File: src/rtl/dmem_arbiter.sv
// -----------------------------------------------------------------------------
// dmem_arbiter
//
// Two-master arbiter in front of the single-port synchronous data RAM.
//   master 0 : core load/store port
//   master 1 : debug / program-loader port
//
// Arbitration is round-robin on ties. A master may lock the RAM across several
// accesses. A watchdog forces the lock off after LOCK_MAX cycles. The RAM has a
// fixed 1-cycle read latency, so read data is routed back to whichever master
// issued the read on the previous cycle.
//
// Ports
//   clk, _rst              : rising-edge clock, asynchronous active-low reset
//   mX_req/we/addr/wdata/
//   mX_wstrb/mX_lock       : master X access request (held until granted)
//   mX_gnt                 : combinational accept for this cycle
//   mX_rvalid/mX_rdata     : read return, one cycle after a granted read
//   ram_en/we/addr/wdata   : RAM command (zero when nothing is granted)
//   ram_rdata              : RAM read data, valid 1 cycle after a read
//   lock_err               : one-cycle pulse when the watchdog drops a lock
// -----------------------------------------------------------------------------
module dmem_arbiter #(
  parameter int AW       = 32,
  parameter int LOCK_MAX = 16   // legal range 1..255
) (
  input  logic          clk,
  input  logic          _rst,

  input  logic          m0_req,
  input  logic          m0_we,
  input  logic [AW-1:0] m0_addr,
  input  logic [31:0]   m0_wdata,
  input  logic [3:0]    m0_wstrb,
  input  logic          m0_lock,
  output logic          m0_gnt,
  output logic          m0_rvalid,
  output logic [31:0]   m0_rdata,

  input  logic          m1_req,
  input  logic          m1_we,
  input  logic [AW-1:0] m1_addr,
  input  logic [31:0]   m1_wdata,
  input  logic [3:0]    m1_wstrb,
  input  logic          m1_lock,
  output logic          m1_gnt,
  output logic          m1_rvalid,
  output logic [31:0]   m1_rdata,

  output logic          ram_en,
  output logic [3:0]    ram_we,
  output logic [AW-1:0] ram_addr,
  output logic [31:0]   ram_wdata,
  input  logic [31:0]   ram_rdata,

  output logic          lock_err
);

  typedef enum logic [1:0] {
    IDLE  = 2'd0,
    LOCK0 = 2'd1,
    LOCK1 = 2'd2
  } state_e;

  // Watchdog fires when the counter has reached this value in a lock state.
  localparam logic [7:0] CNT_LIMIT = 8'(LOCK_MAX - 1);

  state_e      state_q,    state_d;
  logic        last_gnt_q, last_gnt_d;   // master granted most recently
  logic [7:0]  lock_cnt_q, lock_cnt_d;
  logic        rd_pend_q,  rd_pend_d;
  logic        rd_owner_q, rd_owner_d;

  logic        gnt0, gnt1, any_gnt;
  logic        gnt_we, gnt_lock;
  logic        lock_err_c;

  // ---------------------------------------------------------------------------
  // Arbitration: purely a function of registered state and current requests.
  // ---------------------------------------------------------------------------
  always_comb begin
    // NOTE: every signal assigned in a combinational block gets a default
    // first, so no path leaves it unassigned and no latch is inferred.
    gnt0 = 1'b0;
    gnt1 = 1'b0;
    unique case (state_q)
      IDLE: begin
        if (m0_req && m1_req) begin
          // Tie: the master that did not win last time goes now.
          gnt0 = last_gnt_q;
          gnt1 = ~last_gnt_q;
        end else begin
          gnt0 = m0_req;
          gnt1 = m1_req;
        end
      end
      LOCK0:   gnt0 = m0_req;
      LOCK1:   gnt1 = m1_req;
      default: ;
    endcase
    // NOTE: the grants are combinational from the requests, so the async reset
    // must also mask them here; clearing the flops alone would not silence them.
    if (!_rst) begin
      gnt0 = 1'b0;
      gnt1 = 1'b0;
    end
  end

  assign any_gnt  = gnt0 | gnt1;
  assign gnt_we   = gnt1 ? m1_we   : m0_we;
  assign gnt_lock = gnt1 ? m1_lock : m0_lock;
  assign m0_gnt   = gnt0;
  assign m1_gnt   = gnt1;

  // ---------------------------------------------------------------------------
  // RAM command mux; everything idles at zero without a grant.
  // ---------------------------------------------------------------------------
  always_comb begin
    ram_en    = 1'b0;
    ram_we    = 4'b0000;
    ram_addr  = '0;
    ram_wdata = '0;
    if (gnt0) begin
      ram_en    = 1'b1;
      ram_we    = m0_we ? m0_wstrb : 4'b0000;
      ram_addr  = m0_addr;
      ram_wdata = m0_wdata;
    end else if (gnt1) begin
      ram_en    = 1'b1;
      ram_we    = m1_we ? m1_wstrb : 4'b0000;
      ram_addr  = m1_addr;
      ram_wdata = m1_wdata;
    end
  end

  // ---------------------------------------------------------------------------
  // Lock FSM, watchdog and round-robin history.
  // ---------------------------------------------------------------------------
  always_comb begin
    state_d    = state_q;
    lock_cnt_d = lock_cnt_q;
    last_gnt_d = any_gnt ? gnt1 : last_gnt_q;
    lock_err_c = 1'b0;

    unique case (state_q)
      IDLE: begin
        lock_cnt_d = 8'd0;
        if (any_gnt && gnt_lock) state_d = gnt1 ? LOCK1 : LOCK0;
      end
      LOCK0, LOCK1: begin
        if (lock_cnt_q != 8'hFF) lock_cnt_d = lock_cnt_q + 8'd1;
        // In a lock state only the owner can hold a grant, so any grant here
        // is the owner's. An unlocking access wins over a coinciding expiry.
        if (any_gnt && !gnt_lock) begin
          state_d    = IDLE;
          lock_cnt_d = 8'd0;
        end else if (lock_cnt_q >= CNT_LIMIT) begin
          state_d    = IDLE;
          lock_cnt_d = 8'd0;
          lock_err_c = 1'b1;
          last_gnt_d = (state_q == LOCK1);
        end
      end
      default: state_d = IDLE;
    endcase
  end

  assign lock_err = lock_err_c;

  // ---------------------------------------------------------------------------
  // Read return: remember who issued the read so the data goes back to them.
  // ---------------------------------------------------------------------------
  always_comb begin
    rd_pend_d  = any_gnt && !gnt_we;
    rd_owner_d = (any_gnt && !gnt_we) ? gnt1 : rd_owner_q;
  end

  assign m0_rvalid = rd_pend_q && !rd_owner_q;
  assign m1_rvalid = rd_pend_q &&  rd_owner_q;
  assign m0_rdata  = m0_rvalid ? ram_rdata : 32'd0;
  assign m1_rdata  = m1_rvalid ? ram_rdata : 32'd0;

  // ---------------------------------------------------------------------------
  // State registers
  // ---------------------------------------------------------------------------
  always_ff @(posedge clk or negedge _rst) begin
    // NOTE: flops are written with non-blocking assignments so every register
    // samples the pre-edge values, independent of statement order.
    if (!_rst) begin
      state_q    <= IDLE;
      last_gnt_q <= 1'b1;   // master 0 wins the first tie
      lock_cnt_q <= 8'd0;
      rd_pend_q  <= 1'b0;
      rd_owner_q <= 1'b0;
    end else begin
      state_q    <= state_d;
      last_gnt_q <= last_gnt_d;
      lock_cnt_q <= lock_cnt_d;
      rd_pend_q  <= rd_pend_d;
      rd_owner_q <= rd_owner_d;
    end
  end

endmodule

File: config.mk
export PLATFORM = sky130hd
export DESIGN_NAME = dmem_arbiter
export DESIGN_NICKNAME = d
export VERILOG_FILES = /design/src/rtl/dmem_arbiter.sv
export SDC_FILE = /design/constraint.sdc
export NUM_CORES = 1
export LEC_CHECK = 0
export BUFFER_PORTS_ARGS = -buffer_cell sky130_fd_sc_hd__buf_2
export CELL_PAD_IN_SITES_DETAIL_PLACEMENT = 2
export CELL_PAD_IN_SITES_GLOBAL_PLACEMENT = 2
export CORE_ASPECT_RATIO = 0.75
export CORE_MARGIN = 1
export CORE_UTILIZATION = 12
export CTS_BUF_LIST = sky130_fd_sc_hd__clkbuf_4 sky130_fd_sc_hd__clkbuf_8 sky130_fd_sc_hd__clkbuf_16
export CTS_CLUSTER_SIZE = 12
export DETAILED_ROUTE_END_ITERATION = 7
export PLACE_DENSITY = 0.81
export RECOVER_POWER = 100
export SYNTH_ARGS = -nofsm -noshare
export SYNTH_HDL_FRONTEND = slang
export SYNTH_SLANG_ARGS = --single-unit
File: constraint.sdc
create_clock -name clk -period 3.1 [get_ports clk]
set_clock_uncertainty 0.1 [all_clocks]
set_input_delay 0.775 -clock clk [delete_from_list [all_inputs] [get_ports clk]]
set_output_delay 0.775 -clock clk [all_outputs]
set_load 0.005 [all_outputs]
# [Yosys cells after proc, flatten, opt, wreduce, memory -nomap -nowiden]
# Cells that the tools add are included.
# W data, S select, Z words.
[totals] in_bits=176 output_inout_bits=138 register_bits=13 wordCells=65
[classes] n_reduce_logical=14 magnitude_cmp=1 mux=36 n_bitwise=2 n_addsub=1 eq_ne=6
[ops] op="$mux W32" count=6
[ops] op="$mux W8" count=3
[ops] op="$mux W4" count=4
[ops] op="$pmux W8 S2" count=1
[ops] op="$mux W1" count=15
[ops] op="$add A8 B1 Y8 const B" count=1
[ops] op="$ge A8 B4 Y1 const B" count=1
[ops] op="$mux W2" count=4
[ops] op="$ne A8 B8 Y1 const B" count=1
[ops] op="$logic_and A1 B1 Y1" count=6
[ops] op="$ne A4 B4 Y1 const B" count=1
[ops] op="$pmux W1 S2" count=2
[ops] op="$pmux W2 S2" count=1
[ops] op="$reduce_and A2 Y1" count=2
[ops] op="$logic_not A1 Y1" count=3
[ops] op="$ne A3 B3 Y1 const B" count=1
[ops] op="$eq A2 B1 Y1 const B" count=1
[ops] op="$eq A2 B2 Y1 const B" count=1
[ops] op="$logic_not A2 Y1" count=1
[ops] op="$ne A2 B2 Y1 const B" count=1
[ops] op="$reduce_bool A2 Y1" count=1
[ops] op="$reduce_or A2 Y1" count=1
[ops] op="$not A1 Y1" count=1
[ops] op="$or A1 B1 Y1" count=1

# [Longest topological paths before layout]
# Gate-level depths: netlist of run 1.
[logic_depth] word_depth=9 depth_mapped=9 mapped_depth_nobuf=7

# [Least setup slack after synthesis of run 1]
# OpenSTA, ideal clock, no wires.
[synth_path] path_kind="input port to output port" start="in m1_req" end="out ram_addr[0]" path_stages=8 path_buffers=2 t_arrival_ns=1.897 t_required_ns=2.225 path_slack_ns=0.328 path_cell_list="nand2b_1 > a31oi_1 > or2_1 > buf_2 > inv_2 > nor2_4 > buf_4 > a22o_1"
[synth_between] elab_chain_cells=6 elab_cells_between_ends=9 classes_between="8 x mux; 1 x reduce/logical"
[synth_lines] item="start: declaration" line_no="40" rtl="input logic m1_req,"
[synth_lines] item="$logic_and A1 B1 Y1" line_no="88" rtl="if (m0_req && m1_req) begin"
[synth_lines] item="$mux W1" line_no="88"
[synth_lines] item="$pmux W1 S2" line_no="86" rtl="unique case (state_q)"
[synth_lines] item="$mux W1" line_no="103" rtl="if (!_rst) begin"
[synth_lines] item="$mux W32" line_no="128" rtl="end else if (gnt1) begin"
[synth_lines] item="$mux W32 (*)" line_no="123" rtl="if (gnt0) begin"
[synth_lines] item="end: declaration" line_no="52" rtl="output logic [AW-1:0] ram_addr,"
# Every way passes the cells marked *; elsewhere a longest branch is shown, timed or not.

# [Final worst setup path of run 1]
[layout_path] start="reg state_q[1]" end="out ram_addr[1]"
[layout_between] elab_chain_cells=5 elab_cells_between_ends=9 classes_between="2 x eq/ne; 6 x mux; 1 x reduce/logical"
[layout_lines] item="start: declaration" line_no="68" rtl="state_e state_q, state_d;"
[layout_lines] item="start signal: assignment" line_no="196" rtl="state_q <= state_d;"
[layout_lines] item="$eq A2 B2 Y1 / $logic_not A2 Y1 (equally long branches)" line_no="86"
[layout_lines] item="$pmux W1 S2" line_no="86"
[layout_lines] item="$mux W1" line_no="103"
[layout_lines] item="$mux W32" line_no="128"
[layout_lines] item="$mux W32 (*)" line_no="123"
# Marks and branches as above.

==> impl_metrics.json, run 1 <==
{
  "status": "finished clean",
  "crit_arrival_ns": 2.16,
  "yosysSeqAreaShare_pct": 16.8,
  "setup_viol": 0,
  "worst_pin_slew_ns": 0.523,
  "synth_mux_area_share_pct": 1.03,
  "hold_viol": 0,
  "clockBufferDepth": 2,
  "rows": 39,
  "area_growth_pct": 112,
  "syn_area_per_cell_sq_um": 7.94,
  "cp_top_family": "buffers and inverters",
  "path_max_fanout": 8,
  "initial_core_util_pct": 12.5,
  "crit_path_cell_trace": "inv_2 -> ha_4 -> buf_6 -> a31o_4 -> nand3_2 -> nor2_4 -> buf_12 -> clkbuf_16 -> a22o_1 -> buf_2",
  "fmax_mhz": 329,
  "antennaDiodeCount": 0,
  "critPathMaxStageDelay_ns": 0.42,
  "crit_buf_inv": 5,
  "antenna_found_initial": 0,
  "syn-cell-area_sq_um": 1950,
  "final_max_slew_viol_count": 0,
  "dieArea_sq_um": 16700,
  "root_buffer": "clkbuf_16",
  "clkLatencyLatePin_ns": 0.24,
  "cpMaxStageDelayCell": "dfrtp_1",
  "path_clk_slew_ns": 0.05,
  "yosysUniqueCellTypes": 40,
  "vias": 3358,
  "finalCriticalPeriod_ns": 3.04,
  "syn_nets": 427,
  "syn_inst": 245,
  "grt_pass1_wl_um": 20600,
  "synth-xor-area-share_pct": 0,
  "synth_top_area_share_pct": 28.8,
  "drive_gt1_share_pct": 63.8,
  "final_common_cell": "buf_2",
  "grt.overflow.total": 0,
  "ys_ff_latch": 13,
  "yosys-top-cells-area": "a22o_1 29%, dfrtp_1 15%, and2_1 12%",
  "synthArstFlopShare_pct": 100,
  "core_area_sq_um": 15500,
  "cp_data_required_time_ns": 2.22,
  "cp-start-kind": "register",
  "drt-initial-drc-count": 132,
  "final_cell_mix": "312 x buf_2, 64 x a22o_1, 36 x and2_1",
  "cts_num_sinks": 13,
  "ir_drop_mv": 0.213,
  "tritoncts": "yes",
  "synth_compound_area_share_pct": 39.9,
  "synthAdderAreaFrac_pct": 3.86,
  "drt_wl_total_um": 14800,
  "drtAntennaViolNets": 0,
  "synth_top_family_by_area": "compound AO/OA/AOI/OAI gates",
  "drc_errors": 0,
  "track_usage_pct": 15.9,
  "hp-class": "in2async",
  "grt_max_degree": 46,
  "path_class": "reg2out",
  "powerDensity_nw_per_um2": 478,
  "dpl_cell_area_sq_um": 3790,
  "portBuffers": 313,
  "synth_top_area_cell": "a22o_1",
  "viasPerCell": 4.37,
  "rrSetupSlack_ns": 0.85,
  "io-pin-count": 314,
  "fp.dieW_um": 149,
  "maxSlewHeadroom_pct": 65.1,
  "leakage_nw": 2.55,
  "gp_congestion": 0.848,
  "synth_edf_count": 0,
  "synthSimpleGateAreaFrac_pct": 31.1,
  "synth_flop_cell": "dfrtp_1",
  "grt_pass1_vias": 3573,
  "maxCapViolations": 0,
  "nets": 747,
  "finalCritPeriodShare_pct": 97.9,
  "dieHeight_um": 112,
  "ys.warnings.count": 0,
  "final_area_sq_um": 4120,
  "cp-end-kind": "primary output",
  "drtPass1Iterations": 6,
  "htree_levels": 1,
  "cts_buffers": 3,
  "hpwl_um": 12100,
  "drt-wirelength-per-cell_um": 19.3,
  "fin_hold_ws_ns": 0.397
}
==> path summary, 6_finish.rpt <==
kind | startpoint | endpoint | cells after the start
max | state_q[1]$_DFFE_PN0P_ | ram_addr[1] | 10
min | _rst | lock_cnt_q[2]$_DFFE_PN0P_ | 2
max reg2reg | state_q[1]$_DFFE_PN0P_ | state_q[1]$_DFFE_PN0P_ | 10
min reg2reg | lock_cnt_q[7]$_DFFE_PN0P_ | lock_cnt_q[7]$_DFFE_PN0P_ | 1
max in group asynchronous | _rst | rd_owner_q$_DFFE_PN0P_ | 2
min in group clk | lock_cnt_q[7]$_DFFE_PN0P_ | lock_cnt_q[7]$_DFFE_PN0P_ | 1
==> routing by layer <==
metal	vias up	wire length [um]	global-route usage [%]
met5	-	0	0
met4	0	164	2.65
met3	10	1040	2.48
met2	152	7670	29.8
met1	1625	5960	19.0
li1	1571	-	-
==> metrics by stage <==
stage / utilization (%) / power [mW] / cells / worst slack [ns] / setup TNS [ns]
final: 26.5 / 1.97 / 769 / 0.0638 / 0
after global routing: 26.5 / 2.12 / 769 / -0.0316 / -0.356
after CTS: 25.2 / 1.80 / 759 / -0.0783 / -2.34
after detailed placement: 24.4 / 1.51 / 754 / -0.0422 / -0.0620
after global placement: 24.4 / 1.45 / 754 / -0.00437 / -0.00437
after floorplan: - / 0.888 / 245 / 0.328 / 0
==> layout make-up <==
cell class / instances / area [sq um]
Timing Repair Buffer: 339 / 1900
Inverter: 7 / 28.8
Clock buffer: 4 / 82.6
Tap cell: 205 / 256
Fill cell: 1869 / 11400
Multi-Input combinational cell: 201 / 1520
Sequential cell: 13 / 328
==> repair_timing <==
action / in CTS / in global routing
gates cloned: 1 / 4
buffers inserted: 0 / 6
endpoints found under the setup margin: 64 / 69
pin swaps: 0 / 4
gates resized for setup: 0 / 16
hold buffers: 0 / 0
==> power by group <==
part           internal (mW)  leakage [nW]  switching [mW]
clock                  0.183        0.0416          0.0738
sequential             0.211         0.171          0.0347
combinational          0.731          2.33           0.736
total                   1.12          2.55           0.845
==> registers in the layout, summed over array words and instances (netlist names) <==
| name | count |
|---|---|
| lock_cnt_q | 8 |
| last_gnt_q | 1 |
| state_q | 2 |
| rd_pend_q | 1 |
| rd_owner_q | 1 |
==> synth_stat cells, types with 2 or more instances <==
| master | n |
|---|---|
| a211oi_1 | 2 |
| a21oi_1 | 4 |
| a22o_1 | 64 |
| a31oi_1 | 2 |
| and2_1 | 36 |
| and3_1 | 32 |
| and4_1 | 2 |
| buf_2 | 3 |
| buf_4 | 6 |
| clkbuf_1 | 15 |
| dfrtp_1 | 12 |
| ha_1 | 6 |
| inv_1 | 6 |
| mux2i_1 | 2 |
| nand2_1 | 14 |
| nand3_1 | 6 |
| nor2b_1 | 2 |
| o21ai_0 | 9 |
==> cell families after synthesis <==
| logic type | count (synthesis) |
|---|---|
| simple gates | 101 |
| compound gates | 92 |
| buf+inv | 31 |
| flops | 13 |
| fa+ha+maj | 6 |
| mux | 2 |
No activity file was read; power rests on OpenSTA's default activity.
==> inputs of run 2 (changes only) <==
--- a/config.mk
+++ b/config.mk
@@ -5,6 +5,7 @@
 export SDC_FILE = /design/constraint.sdc
 export NUM_CORES = 1
 export LEC_CHECK = 0
+export ABC_AREA = 1
 export BUFFER_PORTS_ARGS = -buffer_cell sky130_fd_sc_hd__buf_2
 export CELL_PAD_IN_SITES_DETAIL_PLACEMENT = 2
 export CELL_PAD_IN_SITES_GLOBAL_PLACEMENT = 2
==> impl_metrics.json, run 2 <==
{
  "status": "finished clean",
  "synthArstFlopShare_pct": 100,
  "fmax_mhz": 344,
  "synth_top_area_cell": "nand2_1",
  "drt_wl_total_um": 14800,
  "synth_edf_count": 0,
  "largest_reg_flops": 8,
  "cp_data_required_time_ns": 2.22,
  "maxCapViolations": 0,
  "tns_ns": 0,
  "viasPerCell": 4.03,
  "top_register": "lock_cnt_q",
  "yosys-top-cells-area": "nand2_1 27%, nand3_1 15%, dfrtp_1 13%",
  "nets": 918,
  "drc_errors": 0,
  "track_usage_pct": 13.5,
  "p_seq_share_pct": 12.4,
  "path_class": "reg2out",
  "yosysSeqAreaShare_pct": 14.4,
  "antennaDiodeCount": 0,
  "io-pin-count": 314,
  "drt-met1-wl_um": 6370,
  "syn-cell-area_sq_um": 2270,
  "drtPass1Iterations": 4,
  "finalCritPeriodShare_pct": 93.7,
  "core_area_sq_um": 18500,
  "crit_arrival_ns": 2.03,
  "powerDensity_nw_per_um2": 481,
  "gp_congestion": 0.712,
  "pwr-share-comb_pct": 75.2,
  "grt_setup_unrepaired": "true",
  "dr_wl_met2_um": 7390,
  "synth_top_area_share_pct": 27.4,
  "grt_max_degree": 68,
  "ir_drop_mv": 0.164,
  "p_sw_share_pct": 50.6,
  "final_common_cell": "buf_2",
  "leakage_nw": 2.95,
  "tritoncts": "yes",
  "worst_pin_slew_ns": 1.05,
  "dpl_cell_area_sq_um": 4050,
  "dieArea_sq_um": 19500,
  "path_max_fanout": 29,
  "maxSlewHeadroom_pct": 30.1,
  "ys.warnings.count": 0,
  "p_clk_share_pct": 12.4,
  "setup_viol": 0,
  "synth.most_common_cell": "nand2_1",
  "finalCriticalPeriod_ns": 2.90,
  "hpwl_um": 11900,
  "holdBufCountCts": 0,
  "vias": 3956,
  "cts_buffers": 3,
  "grt_pass1_wl_um": 20800,
  "cp-end-kind": "primary output",
  "path_clk_slew_ns": 0.04,
  "htree_levels": 1,
  "rows": 43,
  "cts_num_sinks": 13,
  "final_max_slew_viol_count": 0,
  "hp-class": "in2async",
  "topRoutingLayerUsed": "met4",
  "dr_wl_met3_um": 954,
  "grt.overflow.total": 0,
  "syn_nets": 618,
  "cp-start-kind": "register",
  "clockBufferDepth": 2,
  "yosysUniqueCellTypes": 23,
  "power_switching_mw": 1.03,
  "syn_inst": 436,
  "power_mw": 2.03,
  "area_growth_pct": 85.6,
  "grt_pass1_vias": 3959,
  "final_area_sq_um": 4220,
  "fill_cells": 2384,
  "antenna_found_initial": 0,
  "reg_top3": "lock_cnt_q x8, state_q x2",
  "drt-initial-drc-count": 147,
  "synthTopCellsByCount": "166 x nand2_1, 72 x nor2_1, 68 x nand3_1, 52 x inv_1, 13 x buf_2",
  "final_cell_mix": "312 x buf_2, 166 x nand2_1, 72 x nor2_1",
  "drt-wirelength-per-cell_um": 15.1,
  "fp.dieW_um": 161,
  "synth_flop_cell": "dfrtp_1",
  "dieHeight_um": 121,
  "p_int_mw": 1.00,
  "syn_area_per_cell_sq_um": 5.21,
  "drive_gt1_share_pct": 47.1,
  "ys_ff_latch": 13,
  "hold_viol": 0,
  "drtAntennaViolNets": 0,
  "portBuffers": 313,
  "root_buffer": "clkbuf_16",
  "placed_cells": 975,
  "clkLatencyLatePin_ns": 0.24,
  "initial_core_util_pct": 12.3,
  "fin_cells": 982
}
==> run 2: final cells by class <==
cell class              instances  area [sq um]  share of cell area, %
inverters                      55           211                   5.01
well taps                     247           309                   7.33
clock buffers                   4          82.6                   1.96
multi-input cells             340          1550                   36.7
flip-flops and latches         13           327                   7.74
repair buffers                323          1740                   41.3
==> run 2: power groups by stage <==
| stage | Clock, mW | Combinational, mW | Sequential [mW] |
|---|---|---|---|
| floorplan | 0 | 0.847 | 0.243 |
| global route | 0.270 | 1.71 | 0.258 |
| finish | 0.252 | 1.53 | 0.252 |
| CTS | 0.264 | 1.47 | 0.253 |
| global placement | 0 | 1.42 | 0.253 |
| detailed placement | 0 | 1.47 | 0.254 |
==> run 2: layer usage <==
layer  up-vias  GRT usage, %
li1       1926             -
met1      1854          16.5
met2       169          24.7
met5         -             0
met4         0          2.48
met3         7          2.32
==> run 2: worst paths after layout <==
kind	cells after the start	slack [ns]	startpoint	to
worst max-delay path	12	0.20	state_q[0]$_DFFE_PN0P_	ram_we[3]
worst min-delay path	1	0.26	_rst	rd_owner_q$_DFFE_PN0P_
worst max register to register	12	1.17	state_q[0]$_DFFE_PN0P_	rd_owner_q$_DFFE_PN0P_
worst min register to register	2	0.36	lock_cnt_q[5]$_DFFE_PN0P_	lock_cnt_q[5]$_DFFE_PN0P_
max in group asynchronous	2	1.86	_rst	lock_cnt_q[4]$_DFFE_PN0P_
min in group clk	2	0.36	lock_cnt_q[5]$_DFFE_PN0P_	lock_cnt_q[5]$_DFFE_PN0P_
==> run 2: repair_timing <==
action	in CTS	in global routing
setup buffers	0	0
resized for setup	0	3
setup endpoints to repair	0	59
==> run 2: cell families (layout without fill, tap and decap cells) <==
| family | count (synthesis) | in the layout | synth area share, % |
|---|---|---|---|
| adders and majority gates | 6 | 6 | 3.30 |
| AOI/OAI and AO/OA | 8 | 8 | 1.76 |
| DFF | 13 | 13 | 14.4 |
| buffers and inverters | 83 | 382 | 17.6 |
| xor gates and xnor gates | 2 | 2 | 0.771 |
| and+or+nand+nor | 324 | 324 | 62.2 |
==> run 2: critical path, stage by stage, from the launching register on <==
cell and delay (ns):
dfrtp_1 0.41, inv_1 0.12, ha_1 0.21, nand2_1 0.08, inv_2 0.05, nand2_1 0.05, nand2_1 0.10, nand2_4 0.14
inv_4 0.13, buf_12 0.19, nand3_1 0.08, o21ai_0 0.08, buf_2 0.15
==> run 2: per-stage QoR <==
stage                     setup WS (ns)  hold WS [ns]  util [%]
after floorplan                   0.762         0.337         -
after global placement            0.308         0.351      21.9
after detailed placement          0.268         0.354      21.9
after CTS                        0.0870         0.225      22.3
after global routing            0.00166         0.264      22.8
final                             0.196         0.256      22.8
==> inputs of run 3 (changes only) <==
--- a/config.mk
+++ b/config.mk
@@ -17,6 +17,7 @@
 export DETAILED_ROUTE_END_ITERATION = 7
 export PLACE_DENSITY = 0.81
 export RECOVER_POWER = 100
+export SETUP_SLACK_MARGIN = 0.2
 export SYNTH_ARGS = -nofsm -noshare
 export SYNTH_HDL_FRONTEND = slang
 export SYNTH_SLANG_ARGS = --single-unit
==> impl_metrics.json, run 3 (synthesis gave the netlist of run 2 again) <==
{
  "hold_viol": 0,
  "ir_drop_mv": 0.171,
  "tritoncts": "yes",
  "path_clk_slew_ns": 0.04,
  "power_mw": 2.22,
  "final_cell_mix": "200 x buf_2, 169 x nand2_1, 103 x clkbuf_1",
  "drtPass1Iterations": 4,
  "top_register": "lock_cnt_q",
  "portBuffers": 313,
  "worst_pin_slew_ns": 1.05,
  "crit_path_cell_trace": "buf_4 -> ha_1 -> inv_1 -> nand2_1 -> nand2_4 -> clkbuf_1 -> nand2_1 -> nand3_4 -> nand3_1 -> inv_1 -> clkbuf_1",
  "viasPerCell": 4.02,
  "drt_wl_total_um": 16100,
  "critPathMaxStageDelay_ns": 0.39,
  "final_max_slew_viol_count": 0,
  "reg_top3": "lock_cnt_q x8, state_q x2",
  "dieHeight_um": 121,
  "cp-end-kind": "primary output",
  "setup_ws_ns": 0.245,
  "final_common_cell": "buf_2",
  "root_buffer": "clkbuf_16",
  "htree_levels": 1,
  "core_area_sq_um": 18500,
  "cp-start-kind": "register",
  "grt_pass1_wl_um": 22300,
  "area_growth_pct": 90.3,
  "status": "finished clean",
  "cpMaxStageDelayCell": "dfrtp_1",
  "finalCriticalPeriod_ns": 2.85,
  "tns_ns": 0,
  "cp_data_required_time_ns": 2.22,
  "largest_reg_flops": 8,
  "drtAntennaViolNets": 0,
  "cts_num_sinks": 13,
  "clkLatencyLatePin_ns": 0.24,
  "grt_max_degree": 35,
  "drt-initial-drc-count": 166,
  "grt_pass1_vias": 4128,
  "track_usage_pct": 14.7,
  "leakage_nw": 2.63,
  "crit_arrival_ns": 1.98,
  "initial_core_util_pct": 12.3,
  "vias": 4007,
  "gp_congestion": 0.712,
  "grt.overflow.total": 0,
  "multi_input_area_sq_um": 1530,
  "nets": 932,
  "drc_errors": 0,
  "hp-class": "in2async",
  "hpwl_um": 11900,
  "cts_buffers": 3,
  "maxCapViolations": 0,
  "fmax_mhz": 350,
  "path_max_fanout": 6,
  "fp.dieW_um": 161,
  "dieArea_sq_um": 19500,
  "maxSlewHeadroom_pct": 30.0,
  "clockBufferDepth": 2,
  "setup_viol": 0,
  "regArea_sq_um": 327,
  "fill_cells": 2423,
  "io-pin-count": 314,
  "grt_setup_unrepaired": "true",
  "drt-wirelength-per-cell_um": 16.1,
  "finalCritPeriodShare_pct": 92.1,
  "dp_slack_ns": 0.268,
  "powerDensity_nw_per_um2": 513,
  "drive_gt1_share_pct": 34.2,
  "holdBufCountCts": 0,
  "antennaDiodeCount": 0,
  "rows": 43,
  "antenna_found_initial": 0,
  "path_class": "reg2out"
}
## run 3: through the flow
step / area [sq um] / hold WS (ns) / util (%) / cells
after CTS: 4330 / 0.225 / 23.4 / 987
after global routing: 4330 / 0.262 / 23.4 / 996
after floorplan: 2270 / 0.337 / - / 436
after detailed placement: 4050 / 0.354 / 21.9 / 975
after global placement: 4050 / 0.351 / 21.9 / 975
final: 4330 / 0.262 / 23.4 / 996
## run 3: critical path: cells and delay by family (launching register included)
family	cells	cell delay, ns
fa+ha+maj	1	0.19
simple gates	5	0.61
buf+inv	5	0.55
flops	1	0.39
## run 3: final timing paths
kind / from / endpoint / slack [ns] / depth (start not counted)
max: state_q[0]$_DFFE_PN0P_ / lock_err / 0.25 / 11
min: _rst / rd_owner_q$_DFFE_PN0P_ / 0.26 / 1
max reg2reg: state_q[0]$_DFFE_PN0P_ / state_q[0]$_DFFE_PN0P_ / 1.04 / 14
min reg2reg: lock_cnt_q[5]$_DFFE_PN0P_ / lock_cnt_q[5]$_DFFE_PN0P_ / 0.36 / 2
max in group asynchronous: _rst / lock_cnt_q[4]$_DFFE_PN0P_ / 1.85 / 2
min in group clk: lock_cnt_q[5]$_DFFE_PN0P_ / lock_cnt_q[5]$_DFFE_PN0P_ / 0.36 / 2
## run 3: layer usage
| layer | vias up | part of all wire, % | track usage (%) |
|---|---|---|---|
| met5 | - | 0 | 0 |
| met4 | 0 | 0.75 | 2.71 |
| met3 | 9 | 6.1 | 2.63 |
| met2 | 165 | 50 | 27.4 |
| met1 | 1884 | 43 | 17.7 |
| li1 | 1949 | - | - |
## run 3: what timing repair did
item                                    in CTS  in global routing
cloned                                       4                  4
buffers inserted                             4                  5
endpoints found under the setup margin      66                 78
pin swaps                                    1                  1
gates resized for setup                      9                  6
## run 3: report_power, final
part | switching, mW | internal, mW | total [mW] | leakage (nW)
clock network | 0.0702 | 0.182 | 0.252 | 0.0416
logic | 1.01 | 0.705 | 1.72 | 2.42
registers | 0.0335 | 0.215 | 0.248 | 0.173
total | 1.11 | 1.10 | 2.22 | 2.63
## run 3: cell type report
type / count / share of cell area, %
flip-flops and latches: 13 / 7.55
inverters: 55 / 5.06
repair buffers: 337 / 43.0
multi-input cells: 340 / 35.3
well taps: 247 / 7.14
clock buffers: 4 / 1.91
